## src/rtl/typing_round_if.sv

```systemverilog
// Handshake bundle between the typing round sequencer and its neighbours
// (keyboard compare stage on the input side, timer/display on the output side).
interface typing_round_if;
  logic       start;
  logic       pause;
  logic       key_valid;
  logic       key_correct;
  logic [2:0] state;
  logic       timer_clear;
  logic       timer_enable;
  logic [3:0] countdown;
  logic [3:0] elapsed;
  logic [3:0] char_idx;
  logic [3:0] error_cnt;
  logic       done;
  logic [1:0] result;

  modport master (
    output start, pause, key_valid, key_correct,
    input  state, timer_clear, timer_enable, countdown, elapsed,
           char_idx, error_cnt, done, result
  );

  modport slave (
    input  start, pause, key_valid, key_correct,
    output state, timer_clear, timer_enable, countdown, elapsed,
           char_idx, error_cnt, done, result
  );
endinterface

```

## src/rtl/typing_round_ctrl.sv

```systemverilog
// Round sequencer for the typing tutor: pre-round countdown, keystroke scoring,
// round termination on completion / error limit / time limit, result hold.
module typing_round_ctrl #(
  parameter int TICK_DIV   = 4,
  parameter int COUNTDOWN  = 3,
  parameter int TIME_LIMIT = 15,
  parameter int WORD_LEN   = 8,
  parameter int MAX_ERRORS = 3
) (
  input  logic          clk,
  input  logic          reset,
  typing_round_if.slave bus
);

  typedef enum logic [2:0] {
    ST_IDLE      = 3'd0,
    ST_COUNTDOWN = 3'd1,
    ST_RUN       = 3'd2,
    ST_PAUSED    = 3'd3,
    ST_DONE      = 3'd4
  } state_t;

  localparam int             PW         = (TICK_DIV > 2) ? $clog2(TICK_DIV) : 1;
  localparam logic [PW-1:0]  PRESC_LAST = PW'(TICK_DIV - 1);
  localparam logic [3:0]     CD_LOAD    = 4'(COUNTDOWN);
  localparam logic [3:0]     TL_VAL     = 4'(TIME_LIMIT);
  localparam logic [3:0]     WL_VAL     = 4'(WORD_LEN);
  localparam logic [3:0]     ME_VAL     = 4'(MAX_ERRORS);

  state_t        state_r, state_s;
  logic [PW-1:0] presc_r, presc_s;
  logic [3:0]    countdown_r, countdown_s;
  logic [3:0]    elapsed_r, elapsed_s;
  logic [3:0]    char_idx_r, char_idx_s;
  logic [3:0]    error_cnt_r, error_cnt_s;
  logic [1:0]    result_r, result_s;
  logic          timer_clear_r, timer_clear_s;
  logic          tick_s;

  // Next-state and counter update logic for the round sequencer.
  always_comb begin
    state_s       = state_r;
    presc_s       = presc_r;
    countdown_s   = countdown_r;
    elapsed_s     = elapsed_r;
    char_idx_s    = char_idx_r;
    error_cnt_s   = error_cnt_r;
    result_s      = result_r;
    timer_clear_s = 1'b0;
    tick_s        = (presc_r == PRESC_LAST);

    case (state_r)
      ST_IDLE, ST_DONE: begin
        presc_s = '0;
        if (bus.start) begin
          state_s       = ST_COUNTDOWN;
          countdown_s   = CD_LOAD;
          elapsed_s     = 4'd0;
          char_idx_s    = 4'd0;
          error_cnt_s   = 4'd0;
          result_s      = 2'd0;
          timer_clear_s = 1'b1;
        end else begin
          state_s = state_r;
        end
      end

      ST_COUNTDOWN: begin
        if (tick_s) begin
          presc_s     = '0;
          countdown_s = countdown_r - 4'd1;
          if (countdown_r == 4'd1) begin
            state_s = ST_RUN;
          end else begin
            state_s = ST_COUNTDOWN;
          end
        end else begin
          presc_s = presc_r + PW'(1);
        end
      end

      ST_RUN: begin
        if (tick_s) begin
          presc_s   = '0;
          elapsed_s = elapsed_r + 4'd1;
        end else begin
          presc_s   = presc_r + PW'(1);
          elapsed_s = elapsed_r;
        end
        if (bus.key_valid) begin
          if (bus.key_correct) begin
            char_idx_s = char_idx_r + 4'd1;
          end else begin
            error_cnt_s = error_cnt_r + 4'd1;
          end
        end else begin
          char_idx_s = char_idx_r;
        end
        // Exit checks use the updated counts so a same-cycle key beats timeout.
        if (char_idx_s == WL_VAL) begin
          state_s  = ST_DONE;
          result_s = 2'd1;
          presc_s  = '0;
        end else if (error_cnt_s == ME_VAL) begin
          state_s  = ST_DONE;
          result_s = 2'd3;
          presc_s  = '0;
        end else if (elapsed_s == TL_VAL) begin
          state_s  = ST_DONE;
          result_s = 2'd2;
          presc_s  = '0;
        end else if (bus.pause) begin
          state_s = ST_PAUSED;
        end else begin
          state_s = ST_RUN;
        end
      end

      ST_PAUSED: begin
        if (!bus.pause) begin
          state_s = ST_RUN;
        end else begin
          state_s = ST_PAUSED;
        end
      end

      default: begin
        state_s = ST_IDLE;
        presc_s = '0;
      end
    endcase
  end

  // State and counter registers with synchronous reset.
  always_ff @(posedge clk) begin
    if (reset) begin
      state_r       <= ST_IDLE;
      presc_r       <= '0;
      countdown_r   <= 4'd0;
      elapsed_r     <= 4'd0;
      char_idx_r    <= 4'd0;
      error_cnt_r   <= 4'd0;
      result_r      <= 2'd0;
      timer_clear_r <= 1'b0;
    end else begin
      state_r       <= state_s;
      presc_r       <= presc_s;
      countdown_r   <= countdown_s;
      elapsed_r     <= elapsed_s;
      char_idx_r    <= char_idx_s;
      error_cnt_r   <= error_cnt_s;
      result_r      <= result_s;
      timer_clear_r <= timer_clear_s;
    end
  end

  assign bus.state        = state_r;
  assign bus.timer_clear  = timer_clear_r;
  assign bus.timer_enable = (state_r == ST_RUN);
  assign bus.countdown    = countdown_r;
  assign bus.elapsed      = elapsed_r;
  assign bus.char_idx     = char_idx_r;
  assign bus.error_cnt    = error_cnt_r;
  assign bus.done         = (state_r == ST_DONE);
  assign bus.result       = result_r;

endmodule

```

## src/flat_wrapper.sv

```systemverilog
// flat-port wrapper written by rule: the top's interface ports become plain ports
module typing_round_ctrl_flat 
#(
  parameter int TICK_DIV   = 4,
  parameter int COUNTDOWN  = 3,
  parameter int TIME_LIMIT = 15,
  parameter int WORD_LEN   = 8,
  parameter int MAX_ERRORS = 3
)
  (clk, reset, bus_start, bus_pause, bus_key_valid, bus_key_correct, bus_state, bus_timer_clear, bus_timer_enable, bus_countdown, bus_elapsed, bus_char_idx, bus_error_cnt, bus_done, bus_result);
  typing_round_if bus_i ();
  input  logic clk;
  input  logic reset;
  input wire logic [$bits(bus_i.start)-1:0] bus_start;
  input wire logic [$bits(bus_i.pause)-1:0] bus_pause;
  input wire logic [$bits(bus_i.key_valid)-1:0] bus_key_valid;
  input wire logic [$bits(bus_i.key_correct)-1:0] bus_key_correct;
  output wire logic [$bits(bus_i.state)-1:0] bus_state;
  output wire logic [$bits(bus_i.timer_clear)-1:0] bus_timer_clear;
  output wire logic [$bits(bus_i.timer_enable)-1:0] bus_timer_enable;
  output wire logic [$bits(bus_i.countdown)-1:0] bus_countdown;
  output wire logic [$bits(bus_i.elapsed)-1:0] bus_elapsed;
  output wire logic [$bits(bus_i.char_idx)-1:0] bus_char_idx;
  output wire logic [$bits(bus_i.error_cnt)-1:0] bus_error_cnt;
  output wire logic [$bits(bus_i.done)-1:0] bus_done;
  output wire logic [$bits(bus_i.result)-1:0] bus_result;
  assign bus_i.start = bus_start;
  assign bus_i.pause = bus_pause;
  assign bus_i.key_valid = bus_key_valid;
  assign bus_i.key_correct = bus_key_correct;
  assign bus_state = bus_i.state;
  assign bus_timer_clear = bus_i.timer_clear;
  assign bus_timer_enable = bus_i.timer_enable;
  assign bus_countdown = bus_i.countdown;
  assign bus_elapsed = bus_i.elapsed;
  assign bus_char_idx = bus_i.char_idx;
  assign bus_error_cnt = bus_i.error_cnt;
  assign bus_done = bus_i.done;
  assign bus_result = bus_i.result;
  typing_round_ctrl #(.TICK_DIV(TICK_DIV), .COUNTDOWN(COUNTDOWN), .TIME_LIMIT(TIME_LIMIT), .WORD_LEN(WORD_LEN), .MAX_ERRORS(MAX_ERRORS)) u_core (.clk(clk), .reset(reset), .bus(bus_i));
endmodule
```

## config.mk

```make
export PLATFORM = sky130hd
export DESIGN_NAME = typing_round_ctrl_flat
export DESIGN_NICKNAME = d
export VERILOG_FILES = /design/src/rtl/typing_round_if.sv /design/src/rtl/typing_round_ctrl.sv /design/src/flat_wrapper.sv
export SDC_FILE = /design/constraint.sdc
export NUM_CORES = 1
export LEC_CHECK = 0
export ABC_AREA = 1
export CAP_MARGIN = 20
export CELL_PAD_IN_SITES_DETAIL_PLACEMENT = 0
export CELL_PAD_IN_SITES_GLOBAL_PLACEMENT = 1
export CORE_MARGIN = 4
export CORE_UTILIZATION = 38
export DETAILED_ROUTE_END_ITERATION = 12
export GPL_TIMING_DRIVEN = 0
export PLACE_DENSITY = 0.83
export SYNTH_ARGS = -nofsm -noshare
export SYNTH_HDL_FRONTEND = slang
export SYNTH_SLANG_ARGS = --single-unit
```

## constraint.sdc

```tcl
create_clock -name clk -period 4.6 [get_ports clk]
set_input_delay 0.69 -clock clk [delete_from_list [all_inputs] [get_ports clk]]
set_output_delay 0.69 -clock clk [all_outputs]
set_load 0.01 [all_outputs]
```

### After elaboration in Yosys (flattened, before gate mapping)

Cells that the tools add are included.

| cells by class | value |
|---|---|
| $add $sub $neg | 5 |
| equal/unequal tests | 12 |
| mux-type cells | 34 |
| bitwise operators | 1 |
| reduce and logical (&&, ||, !) cells | 9 |

Operators with widths:

| operator | number |
|---|---|
| 4-bit 2-to-1 mux | 11 |
| 4-bit case mux with 2 select lines | 4 |
| 2-bit 2-to-1 mux | 9 |
| 3-bit 2-to-1 mux | 5 |
| 4-bit by 1-bit adder with 4-bit output, second input constant | 3 |
| 3-bit case mux with 4 select lines | 1 |
| 4-bit == test, second input constant | 2 |
| 3-bit by 2-bit == test with 1-bit output, second input constant | 2 |
| 2-bit case mux with 3 select lines | 1 |
| 3-bit AND reduction | 2 |
| 4-bit by 1-bit == test with 1-bit output, second input constant | 1 |
| 4-bit by 2-bit == test with 1-bit output, second input constant | 1 |
| 4-bit by 1-bit != test with 1-bit output, second input constant | 1 |
| 2-bit case mux with 2 select lines | 1 |
| 2-bit AND reduction | 2 |
| 2-bit nonzero test | 2 |
| 2-bit OR reduction | 2 |
| 4-bit by 1-bit subtractor with 4-bit output, second input constant | 1 |
| 3-bit by 1-bit == test with 1-bit output, second input constant | 1 |
| 3-bit == test, second input constant | 1 |
| 3-bit zero test | 1 |
| 2-bit by 1-bit adder with 2-bit output, second input constant | 1 |
| 2-bit == test, second input constant | 1 |
| 1-bit 2-to-1 mux | 2 |
| other kinds (3) | 3 |

| storage, ports and cells | value |
|---|---|
| register bits | 24 |
| bits of input ports | 6 |
| output and inout port bits | 24 |
| logic and storage cells | 69 |

### Logic depth before layout (Yosys ltp)

Gate-level depths: netlist of the first run.

| depth | value |
|---|---|
| depth in word-level cells | 8 |
| depth in mapped cells | 13 |
| mapped depth without buffers | 13 |

### Worst setup path before layout of the first run

No wires, ideal clock.

| timing path | value |
|---|---|
| path kind | register -> output |
| start point | reg u_core.state_r[1], in the netlist u_core.bus.state[1] |
| end point | out bus_timer_enable |
| arrival | 1,078 ps |
| data required time | 3,910 ps |
| setup slack | 2,832 ps |
| stages on the path, launching flop included | 4 |
| path buffers | 1 |
| path through | dfxtp_1 > inv_1 > nor3_2 > buf_2 |

| on the way | value |
|---|---|
| word-level cells in the longest chain between the ends | 1 |

RTL lines:

| element | line | text |
|---|---|---|
| start, declared | typing_round_ctrl.sv:30 | `state_t state_r, state_s;` |
| start signal, assigned | typing_round_ctrl.sv:146 | `state_r <= state_s;` |
| 3-bit by 2-bit == test with 1-bit output | typing_round_ctrl.sv:159 | `assign bus.timer_enable = (state_r == ST_RUN);` |
| end, declared | flat_wrapper.sv:20 | `output wire logic [$bits(bus_i.timer_enable)-1:0] bus_timer_enable;` |

No other way between the ends.

### Final worst setup path of the first run

| timing path | value |
|---|---|
| start point | reg u_core.state_r[0], in the netlist u_core.bus.state[0] |
| end point | out bus_timer_enable |

The elaborated chain is that of the path after synthesis.

==> report_table.html, run 1 <==
<table>
<tr><th>Metric</th><th>Value</th></tr>
<tr><th colspan="2">Timing</th></tr>
<tr><td>Tightest hold margin</td><td>between 0.4 and 0.5 ns</td></tr>
<tr><td>Worst slew margin relative to its limit</td><td>between 50 and 60%</td></tr>
<tr><td>Clock tree skew after final layout</td><td>0.00710 ns</td></tr>
<tr><td>Final count of hold timing violations</td><td>0</td></tr>
<tr><td>Final number of max-transition violations</td><td>0</td></tr>
<tr><td>Unrepaired setup endpoints after global routing</td><td>false</td></tr>
<tr><td>Final setup viols</td><td>0</td></tr>
<tr><td>Post-route setup TNS</td><td>0 ns</td></tr>
<tr><td>Final worst path period need</td><td>2.85 ns</td></tr>
<tr><td>Highest clock frequency the design can meet</td><td>approximately 0.35 GHz</td></tr>
<tr><td>Transition at the pin with the smallest max-transition slack</td><td>between 0.6 and 0.7 ns</td></tr>
<tr><td>Ratio of final minimum period to clock period</td><td>62.0%</td></tr>
<tr><th colspan="2">Clock tree</th></tr>
<tr><td>CTS tree</td><td>done</td></tr>
<tr><td>Number of CTS-inserted buffers</td><td>3</td></tr>
<tr><td># resized after CTS</td><td>0</td></tr>
<tr><td>Number of clock sinks</td><td>24</td></tr>
<tr><td>CTS H-tree lvls</td><td>1</td></tr>
<tr><td>Insertion delay of the later-clocked pin in the worst-skew pair</td><td>approximately 0.27 ns</td></tr>
<tr><td>Clock transition at the registers of the reported paths</td><td>0.09 ns</td></tr>
<tr><td>Post-CTS setup buffer count</td><td>0</td></tr>
<tr><td>Cts-stage hold buffer count</td><td>0</td></tr>
<tr><td>Clock tree buffer depth</td><td>2</td></tr>
<tr><td>Cell at the root of the clock tree</td><td>sky130_fd_sc_hd__clkbuf_8</td></tr>
<tr><th colspan="2">Synthesis</th></tr>
<tr><td>Synthesis-stage register bit count</td><td>24</td></tr>
<tr><td>Most area-hungry cell type in the Yosys netlist</td><td>sky130_fd_sc_hd__dfxtp_1</td></tr>
<tr><td>Count of distinct cell types in the synthesized netlist</td><td>28</td></tr>
<tr><td>Count of synthesis-stage warnings from yosys</td><td>0</td></tr>
<tr><td>Number of instances in the synthesized netlist</td><td>223</td></tr>
<tr><td>Summed instance area of the synthesized netlist</td><td>approximately 1400 um2</td></tr>
<tr><td>Total nets after synthesis</td><td>235</td></tr>
<tr><td>Commonest cells in the netlist</td><td>sky130_fd_sc_hd__nand2_1, sky130_fd_sc_hd__inv_1, sky130_fd_sc_hd__dfxtp_1, sky130_fd_sc_hd__nor2_1, sky130_fd_sc_hd__a21oi_1</td></tr>
<tr><td>Fraction of synthesized cell area taken by the top area cell type</td><td>33.3%</td></tr>
<tr><td>Predominant post-synthesis flop cell</td><td>sky130_fd_sc_hd__dfxtp_1</td></tr>
<tr><td>Share of synthesized registers carrying an async set or reset</td><td>0%</td></tr>
<tr><td>Fraction of the yosys area taken by sequential cells</td><td>about a third</td></tr>
<tr><td>Ranking of synthesized cells by area</td><td>sky130_fd_sc_hd__dfxtp_1, sky130_fd_sc_hd__nand2_1, sky130_fd_sc_hd__inv_1</td></tr>
<tr><td>Mapped Avg Cell Area</td><td>between 6 and 7 um2</td></tr>
<tr><td>Leading cell type by number of instances after synthesis</td><td>sky130_fd_sc_hd__nand2_1</td></tr>
<tr><td>Number of enable-type register cells in the synthesized netlist</td><td>0</td></tr>
<tr><th colspan="2">Final layout</th></tr>
<tr><td>Fraction of final layout cells sized beyond drive strength 1</td><td>9.80%</td></tr>
<tr><td>Fillcell total</td><td>slightly above 400</td></tr>
<tr><td>Nets</td><td>268</td></tr>
<tr><td>Synthesis-to-finish area growth</td><td>27.4%</td></tr>
<tr><td>Ant diodes</td><td>0</td></tr>
<tr><th colspan="2">Power</th></tr>
<tr><td>Reg power frac</td><td>between 30% and 40%</td></tr>
<tr><td>Switching power total</td><td>roughly 230 uW</td></tr>
<tr><td>Clock power share</td><td>a little under a quarter</td></tr>
<tr><td>Cell Int Power</td><td>a little over 400 uW</td></tr>
<tr><td>Static Leakage</td><td>0.778 nW</td></tr>
<tr><td>Switching part of the total power</td><td>a little over a third</td></tr>
<tr><td>Areal power density over the cells</td><td>349 nW/um2</td></tr>
<tr><td>Peak VDD IR</td><td>between 0.15 and 0.2 mV</td></tr>
<tr><td>Logic gate share of total power</td><td>37.3%</td></tr>
<tr><th colspan="2">Global route</th></tr>
<tr><td>Number of global-route vias before repair</td><td>1217</td></tr>
<tr><td>Wire length of the first global-routing pass</td><td>~5600 um</td></tr>
<tr><td>Largest net degree at the start of global routing</td><td>14</td></tr>
<tr><td>All-Layer GR Usage</td><td>~14%</td></tr>
<tr><td>Number of antenna violations at the first check in global routing</td><td>0</td></tr>
<tr><td>Overflow after GRT</td><td>0</td></tr>
<tr><th colspan="2">Status</th></tr>
<tr><td>Outcome</td><td>complete, no violations</td></tr>
<tr><th colspan="2">Worst setup path</th></tr>
<tr><td>Peak fanout along the critical path</td><td>10</td></tr>
<tr><td>Crit. End Element</td><td>output pin</td></tr>
<tr><td>Nature of the critical path startpoint</td><td>flip-flop</td></tr>
<tr><td>Worst path arrival time</td><td>roughly 2.2 ns</td></tr>
<tr><td>Data required time at the worst endpoint</td><td>slightly below 4 ns</td></tr>
<tr><td>Critical path class</td><td>flip-flop to output pin</td></tr>
<tr><th colspan="2">Floorplan</th></tr>
<tr><td>Standard-cell rows</td><td>22</td></tr>
<tr><td>Starting density of the core</td><td>39.4%</td></tr>
<tr><td>Die outline height</td><td>between 60 and 70 um</td></tr>
<tr><td>Die outline area</td><td>just under 5000 um2</td></tr>
<tr><td>Die width</td><td>between 60 and 70 um</td></tr>
<tr><td>Ports placed on the boundary</td><td>30</td></tr>
<tr><td>Area of the core region</td><td>around 3700 um2</td></tr>
<tr><th colspan="2">Detailed routing</th></tr>
<tr><td>Routed length per placed instance</td><td>11.0 um</td></tr>
<tr><td>Total wire length after detailed routing</td><td>3340 um</td></tr>
<tr><td>Met2 wire length</td><td>1400 um</td></tr>
<tr><td>Length of the first detailed-routing pass in iterations</td><td>4</td></tr>
<tr><td>Via density</td><td>4.68</td></tr>
<tr><td>Residual DRC count</td><td>0</td></tr>
<tr><td>DR vias</td><td>1419</td></tr>
<tr><td>Highest metal layer with signal wires</td><td>met4</td></tr>
<tr><td>WL met1</td><td>approximately 1800 um</td></tr>
<tr><td>Antenna-violating nets left</td><td>0</td></tr>
<tr><td>Met3 wire len</td><td>between 80 and 90 um</td></tr>
<tr><td>Starting DRT DRC Count</td><td>52</td></tr>
<tr><th colspan="2">Place</th></tr>
<tr><td>Buffers added on ports</td><td>28</td></tr>
<tr><td>Gpl congestion</td><td>about 0.81</td></tr>
<tr><td>Post-DP HPWL</td><td>roughly 2500 um</td></tr>
<tr><th colspan="2">Job</th></tr>
<tr><td>MaxCap Viol Count</td><td>0</td></tr>
<tr><th colspan="2">Worst hold path</th></tr>
<tr><td>Type of the worst min-delay path</td><td>flip-flop to flip-flop</td></tr>
</table>
==> routing by layer <==
layer	global-route usage, %	vias to the layer above
li1	-	770
met1	20.5	626
met4	5.21	0
met2	20.9	18
met3	2.17	5
met5	0	-
==> through the flow <==
step	std cells	cell area (um2)	setup WS [ns]	utilization (%)	power, mW
after floorplan	223	1440	2.83	-	0.412
after global placement	299	1780	2.05	48.7	0.500
final	303	1840	1.75	50.2	0.641
after detailed placement	299	1780	2.05	48.7	0.499
after global routing	303	1840	1.61	50.2	0.695
after CTS	303	1840	1.74	50.2	0.647
==> final cells by class <==
class | count | area (um2) | area share [%]
flip-flops and latches | 24 | 480 | 26.2
multi-input cells | 164 | 826 | 45.0
repair buffers | 28 | 280 | 15.3
well taps | 48 | 60.1 | 3.27
clock buffers | 4 | 55.1 | 3.00
plain buffers | 5 | 22.5 | 1.23
inverters | 30 | 113 | 6.13
==> critical path, stage by stage (launching register included) <==
cell and delay (ns):
sky130_fd_sc_hd__dfxtp_1 0.35, sky130_fd_sc_hd__nor3_2 0.59, sky130_fd_sc_hd__buf_2 0.37, sky130_fd_sc_hd__clkdlybuf4s50_1 0.58
==> power by group through the flow <==
| stage | combinational (mW) | clock [mW] | sequential, mW |
|---|---|---|---|
| after CTS | 0.241 | 0.151 | 0.256 |
| after global placement | 0.239 | 0 | 0.260 |
| after detailed placement | 0.239 | 0 | 0.260 |
| after floorplan | 0.144 | 0 | 0.268 |
| final | 0.239 | 0.146 | 0.255 |
| after global routing | 0.276 | 0.160 | 0.259 |
==> cells by family after synthesis <==
family | after synthesis | share of synthesized area (%)
buffers and inverters | 35 | 9.37
and+or+nand+nor | 127 | 39.4
DFF | 24 | 33.3
adders and majority gates | 6 | 5.21
AOI/OAI and AO/OA | 29 | 10.9
xor gates and xnor gates | 2 | 1.74
==> flip-flops by register name, summed over array words and instances, names as in the netlist <==
register and flops:
u_core.bus.char_idx 4, u_core.bus.countdown 4, u_core.bus.elapsed 4, u_core.bus.error_cnt 4
u_core.bus.state 3, u_core.bus.result 2, u_core.presc_r 2, u_core.bus.timer_clear 1
==> placed cells by master (no fill, tap or decap), drive strengths merged <==
master and count:
a31oi 2, nand3 14, ha 6, a21oi 19, nand4 4, nor2 24
dfxtp 24, buf 3, nand2 77, clkdlybuf4s50 28, xor2 2, o21bai 1
or2 1, nor3 6, clkbuf 6, o21ai 7, nand3b 1, inv 30
==> worst paths after layout <==
path / start / end / slack, ns / cells after the start
worst max-delay path: u_core.bus.state[0]$_SDFFE_PP0P_ / bus_timer_enable / 1.75 / 3
worst min-delay path: u_core.bus.elapsed[3]$_SDFFE_PP0P_ / u_core.bus.elapsed[3]$_SDFFE_PP0P_ / 0.49 / 2
worst max register to register: u_core.bus.state[0]$_SDFFE_PP0P_ / u_core.bus.error_cnt[1]$_SDFFE_PP0P_ / 2.77 / 7
worst min register to register: u_core.bus.elapsed[3]$_SDFFE_PP0P_ / u_core.bus.elapsed[3]$_SDFFE_PP0P_ / 0.49 / 2
Note: power is estimated with default switching activity, not from simulation.
==> run 2: changes to the inputs <==
CORE_UTILIZATION = 35   (was 38)
PLACE_DENSITY = 0.77   (was 0.83)
clock period = 2.9 ns   (was 4.6 ns; I/O delays follow)
==> report_table.html, run 2 (synthesis results as in run 1) <==
<table>
<tr><th>Metric</th><th>Value</th></tr>
<tr><th colspan="2">Status</th></tr>
<tr><td>Outcome</td><td>complete, no violations (unchanged)</td></tr>
<tr><th colspan="2">Floorplan</th></tr>
<tr><td>Die outline height</td><td>72.2 um (was 69.6 um)</td></tr>
<tr><td>Area of the core region</td><td>4000 um2 (was 3660 um2)</td></tr>
<tr><td>Starting density of the core</td><td>36.0% (was 39.4%)</td></tr>
<tr><td>Die outline area</td><td>5210 um2 (was 4840 um2)</td></tr>
<tr><td>Ports placed on the boundary</td><td>30 (unchanged)</td></tr>
<tr><td>Standard-cell rows</td><td>23 (was 22)</td></tr>
<tr><td>Die width</td><td>72.2 um (was 69.6 um)</td></tr>
<tr><th colspan="2">Global route</th></tr>
<tr><td>Number of antenna violations at the first check in global routing</td><td>0 (unchanged)</td></tr>
<tr><td>All-Layer GR Usage</td><td>14.3% (was 14.1%)</td></tr>
<tr><td>Largest net degree at the start of global routing</td><td>15 (was 14)</td></tr>
<tr><td>Number of global-route vias before repair</td><td>1344 (was 1217)</td></tr>
<tr><td>Overflow after GRT</td><td>0 (unchanged)</td></tr>
<tr><td>Wire length of the first global-routing pass</td><td>6060 um (was 5570 um)</td></tr>
<tr><th colspan="2">Detailed routing</th></tr>
<tr><td>Met2 wire length</td><td>1590 um (was 1400 um)</td></tr>
<tr><td>Met3 wire len</td><td>137 um (was 89 um)</td></tr>
<tr><td>Length of the first detailed-routing pass in iterations</td><td>4 (unchanged)</td></tr>
<tr><td>Total wire length after detailed routing</td><td>3450 um (was 3340 um)</td></tr>
<tr><td>WL met1</td><td>1700 um (was 1790 um)</td></tr>
<tr><td>Starting DRT DRC Count</td><td>59 (was 52)</td></tr>
<tr><td>Via density</td><td>4.62 (was 4.68)</td></tr>
<tr><td>Residual DRC count</td><td>0 (unchanged)</td></tr>
<tr><td>Routed length per placed instance</td><td>11.3 um (was 11.0 um)</td></tr>
<tr><td>Highest metal layer with signal wires</td><td>met4 (unchanged)</td></tr>
<tr><td>DR vias</td><td>1409 (was 1419)</td></tr>
<tr><td>Antenna-violating nets left</td><td>0 (unchanged)</td></tr>
<tr><th colspan="2">Clock tree</th></tr>
<tr><td>Insertion delay of the later-clocked pin in the worst-skew pair</td><td>0.27 ns (about the same)</td></tr>
<tr><td>Clock tree buffer depth</td><td>2 (unchanged)</td></tr>
<tr><td>Number of CTS-inserted buffers</td><td>3 (unchanged)</td></tr>
<tr><td>CTS tree</td><td>done (unchanged)</td></tr>
<tr><td>Cts-stage hold buffer count</td><td>0 (unchanged)</td></tr>
<tr><td>Cell at the root of the clock tree</td><td>sky130_fd_sc_hd__clkbuf_8 (unchanged)</td></tr>
<tr><td>Number of clock sinks</td><td>24 (unchanged)</td></tr>
<tr><td># resized after CTS</td><td>0 (unchanged)</td></tr>
<tr><td>CTS H-tree lvls</td><td>1 (unchanged)</td></tr>
<tr><td>Post-CTS setup buffer count</td><td>0 (unchanged)</td></tr>
<tr><td>Clock transition at the registers of the reported paths</td><td>0.08 ns (was 0.09 ns)</td></tr>
<tr><th colspan="2">Final layout</th></tr>
<tr><td>Fillcell total</td><td>425 (was 404)</td></tr>
<tr><td>Nets</td><td>268 (unchanged)</td></tr>
<tr><td>Area taken by flip-flops and latches</td><td>480 um2 (unchanged)</td></tr>
<tr><td>Multi-input gate area</td><td>826 um2 (unchanged)</td></tr>
<tr><td>Synthesis-to-finish area growth</td><td>28.7% (was 27.4%)</td></tr>
<tr><td>Final Instance Area</td><td>1860 um2 (was 1840 um2)</td></tr>
<tr><td>Number of non-filler instances in the completed layout</td><td>305 (was 303)</td></tr>
<tr><td>Finished Core Util</td><td>46.4% (was 50.2%)</td></tr>
<tr><td>Top library cells by usage in the layout, fill and taps aside</td><td>sky130_fd_sc_hd__nand2_1, sky130_fd_sc_hd__inv_1, sky130_fd_sc_hd__clkdlybuf4s50_1, sky130_fd_sc_hd__dfxtp_1, sky130_fd_sc_hd__nor2_1 (unchanged)</td></tr>
<tr><td>Ant diodes</td><td>0 (unchanged)</td></tr>
<tr><td>Fraction of final layout cells sized beyond drive strength 1</td><td>9.80% (unchanged)</td></tr>
<tr><td>Most frequent standard cell in the layout excluding fill and tap cells</td><td>sky130_fd_sc_hd__nand2_1 (unchanged)</td></tr>
<tr><th colspan="2">Timing</th></tr>
<tr><td>Final count of hold timing violations</td><td>0 (unchanged)</td></tr>
<tr><td>Ratio of final minimum period to clock period</td><td>about nine tenths</td></tr>
<tr><td>Post-route setup TNS</td><td>0 ns (unchanged)</td></tr>
<tr><td>Worst slew margin relative to its limit</td><td>57.2% (was 55.2%)</td></tr>
<tr><td>Highest clock frequency the design can meet</td><td>about 0.39 GHz</td></tr>
<tr><td>Transition at the pin with the smallest max-transition slack</td><td>0.638 ns (was 0.669 ns)</td></tr>
<tr><td>Post-route setup slack</td><td>0.337 ns (was 1.75 ns)</td></tr>
<tr><td>Final setup viols</td><td>0 (unchanged)</td></tr>
<tr><td>Tightest hold margin</td><td>0.503 ns (was 0.493 ns)</td></tr>
<tr><td>Unrepaired setup endpoints after global routing</td><td>false (unchanged)</td></tr>
<tr><td>Clock tree skew after final layout</td><td>0.00875 ns (was 0.00710 ns)</td></tr>
<tr><td>Final number of max-transition violations</td><td>0 (unchanged)</td></tr>
<tr><td>Final worst path period need</td><td>roughly 2.6 ns</td></tr>
<tr><th colspan="2">Power</th></tr>
<tr><td>Areal power density over the cells</td><td>582 nW/um2 (was 349 nW/um2)</td></tr>
<tr><td>Static Leakage</td><td>0.785 nW (was 0.778 nW)</td></tr>
<tr><td>Final Total Pwr</td><td>1.08 mW (was 641 uW)</td></tr>
<tr><td>Peak VDD IR</td><td>0.345 mV (was 0.188 mV)</td></tr>
<tr><th colspan="2">Worst hold path</th></tr>
<tr><td>Endpoint of the worst hold-timing path</td><td>u_core.bus.elapsed[3]$_SDFFE_PP0P_ (unchanged)</td></tr>
<tr><td>Launch instance of the worst min-delay path</td><td>u_core.bus.elapsed[3]$_SDFFE_PP0P_ (unchanged)</td></tr>
<tr><td>Type of the worst min-delay path</td><td>flip-flop to flip-flop (unchanged)</td></tr>
<tr><td>Cell count of the worst hold path</td><td>2 (unchanged)</td></tr>
<tr><th colspan="2">Worst setup path</th></tr>
<tr><td>Largest stage delay, worst path</td><td>0.58 ns (was 0.59 ns)</td></tr>
<tr><td>Launch point of the worst reg-to-reg path</td><td>u_core.bus.state[2]$_SDFFE_PP0P_ (was u_core.bus.state[0]$_SDFFE_PP0P_)</td></tr>
<tr><td>Largest delay contributor family on the critical path</td><td>buffers and inverters (unchanged)</td></tr>
<tr><td>Critical path class</td><td>flip-flop to output pin (unchanged)</td></tr>
<tr><td>Peak fanout along the critical path</td><td>10 (unchanged)</td></tr>
<tr><td>Buffers &amp; Inverters on Critical Path</td><td>2 (unchanged)</td></tr>
<tr><td>Number of cell instances on the worst register-to-register path</td><td>7 (unchanged)</td></tr>
<tr><td>Capturing point of the worst reg2reg path</td><td>u_core.bus.elapsed[1]$_SDFFE_PP0P_ (was u_core.bus.error_cnt[1]$_SDFFE_PP0P_)</td></tr>
<tr><td>Crit. End Element</td><td>output pin (unchanged)</td></tr>
<tr><td>Register-to-register setup slack</td><td>1.11 ns (was 2.77 ns)</td></tr>
<tr><td>Nature of the critical path startpoint</td><td>flip-flop (unchanged)</td></tr>
<tr><td>Data required time at the worst endpoint</td><td>2.47 ns (was 3.91 ns)</td></tr>
<tr><td>CP max stage cell</td><td>sky130_fd_sc_hd__clkdlybuf4s50_1 (was sky130_fd_sc_hd__nor3_2)</td></tr>
<tr><td>Critical path cell sequence</td><td>nor3_2, buf_2, clkdlybuf4s50_1 (unchanged)</td></tr>
<tr><td>Worst path arrival time</td><td>2.13 ns (was 2.16 ns)</td></tr>
<tr><th colspan="2">Place</th></tr>
<tr><td>Number of cells after detailed placement</td><td>301 (was 299)</td></tr>
<tr><td>Post-Place Setup Slack</td><td>0.630 ns (was 2.05 ns)</td></tr>
<tr><td>Cell area reported after detailed placement</td><td>1780 um2 (about the same)</td></tr>
<tr><td>Post-DP HPWL</td><td>2570 um (was 2530 um)</td></tr>
<tr><td>Buffers added on ports</td><td>28 (unchanged)</td></tr>
<tr><td>Gpl congestion</td><td>0.791 (was 0.806)</td></tr>
<tr><th colspan="2">Job</th></tr>
<tr><td>MaxCap Viol Count</td><td>0 (unchanged)</td></tr>
</table>
## run 2: cell types whose count changed in the layout (fill, tap and decap cells not counted), sizes merged
cell,change
bufinv,+1
clkbuf,-1
## run 2: worst max path at each step
| stage | startpoint | end | slack (ns) | depth (start not counted) |
|---|---|---|---|---|
| floorplan | u_core.presc_r[0]$_SDFFE_PP0P_ | u_core.bus.state[1]$_SDFFE_PP0P_ | 1.33 | 11 |
| global placement | u_core.bus.state[2]$_SDFFE_PP0P_ | bus_timer_enable | 0.62 | 3 |
| detailed placement | u_core.bus.state[2]$_SDFFE_PP0P_ | bus_timer_enable | 0.63 | 3 |
| CTS | u_core.bus.state[1]$_SDFFE_PP0P_ | bus_timer_enable | 0.32 | 4 |
| global route | u_core.bus.state[1]$_SDFFE_PP0P_ | bus_timer_enable | 0.19 | 4 |
| finish | u_core.bus.state[2]$_SDFFE_PP0P_ | bus_timer_enable | 0.34 | 3 |
## run 2: layer usage
metal  up-vias  GRT usage, %
met2        20          23.9
met3         2          3.88
met1       619          18.4
li1        768             -
met5         -             0
met4         0          3.13
## run 2: worst reg2reg max path: stages (launching register included)
cell and delay, ns:
sky130_fd_sc_hd__dfxtp_1 0.37, sky130_fd_sc_hd__nor3_2 0.55, sky130_fd_sc_hd__inv_1 0.14, sky130_fd_sc_hd__nand2_1 0.17, sky130_fd_sc_hd__inv_1 0.09, sky130_fd_sc_hd__buf_2 0.20
sky130_fd_sc_hd__nand2_1 0.08, sky130_fd_sc_hd__a21oi_1 0.07
## run 2: cell type report
type	count	area share, %
Timing Repair Buffer	28	15.1
Clock inverter	1	1.62
Clock buffer	3	2.23
Buffer	5	1.21
Sequential cell	24	25.9
Tap cell	50	3.37
Inverter	30	6.07
Multi-Input combinational cell	164	44.5
## run 2: report_power, final
part           switching [mW]  leakage, nW  total, mW  internal (mW)
registers              0.0338        0.195      0.405          0.371
logic                   0.219        0.554      0.376          0.157
clock network           0.115       0.0357      0.300          0.185
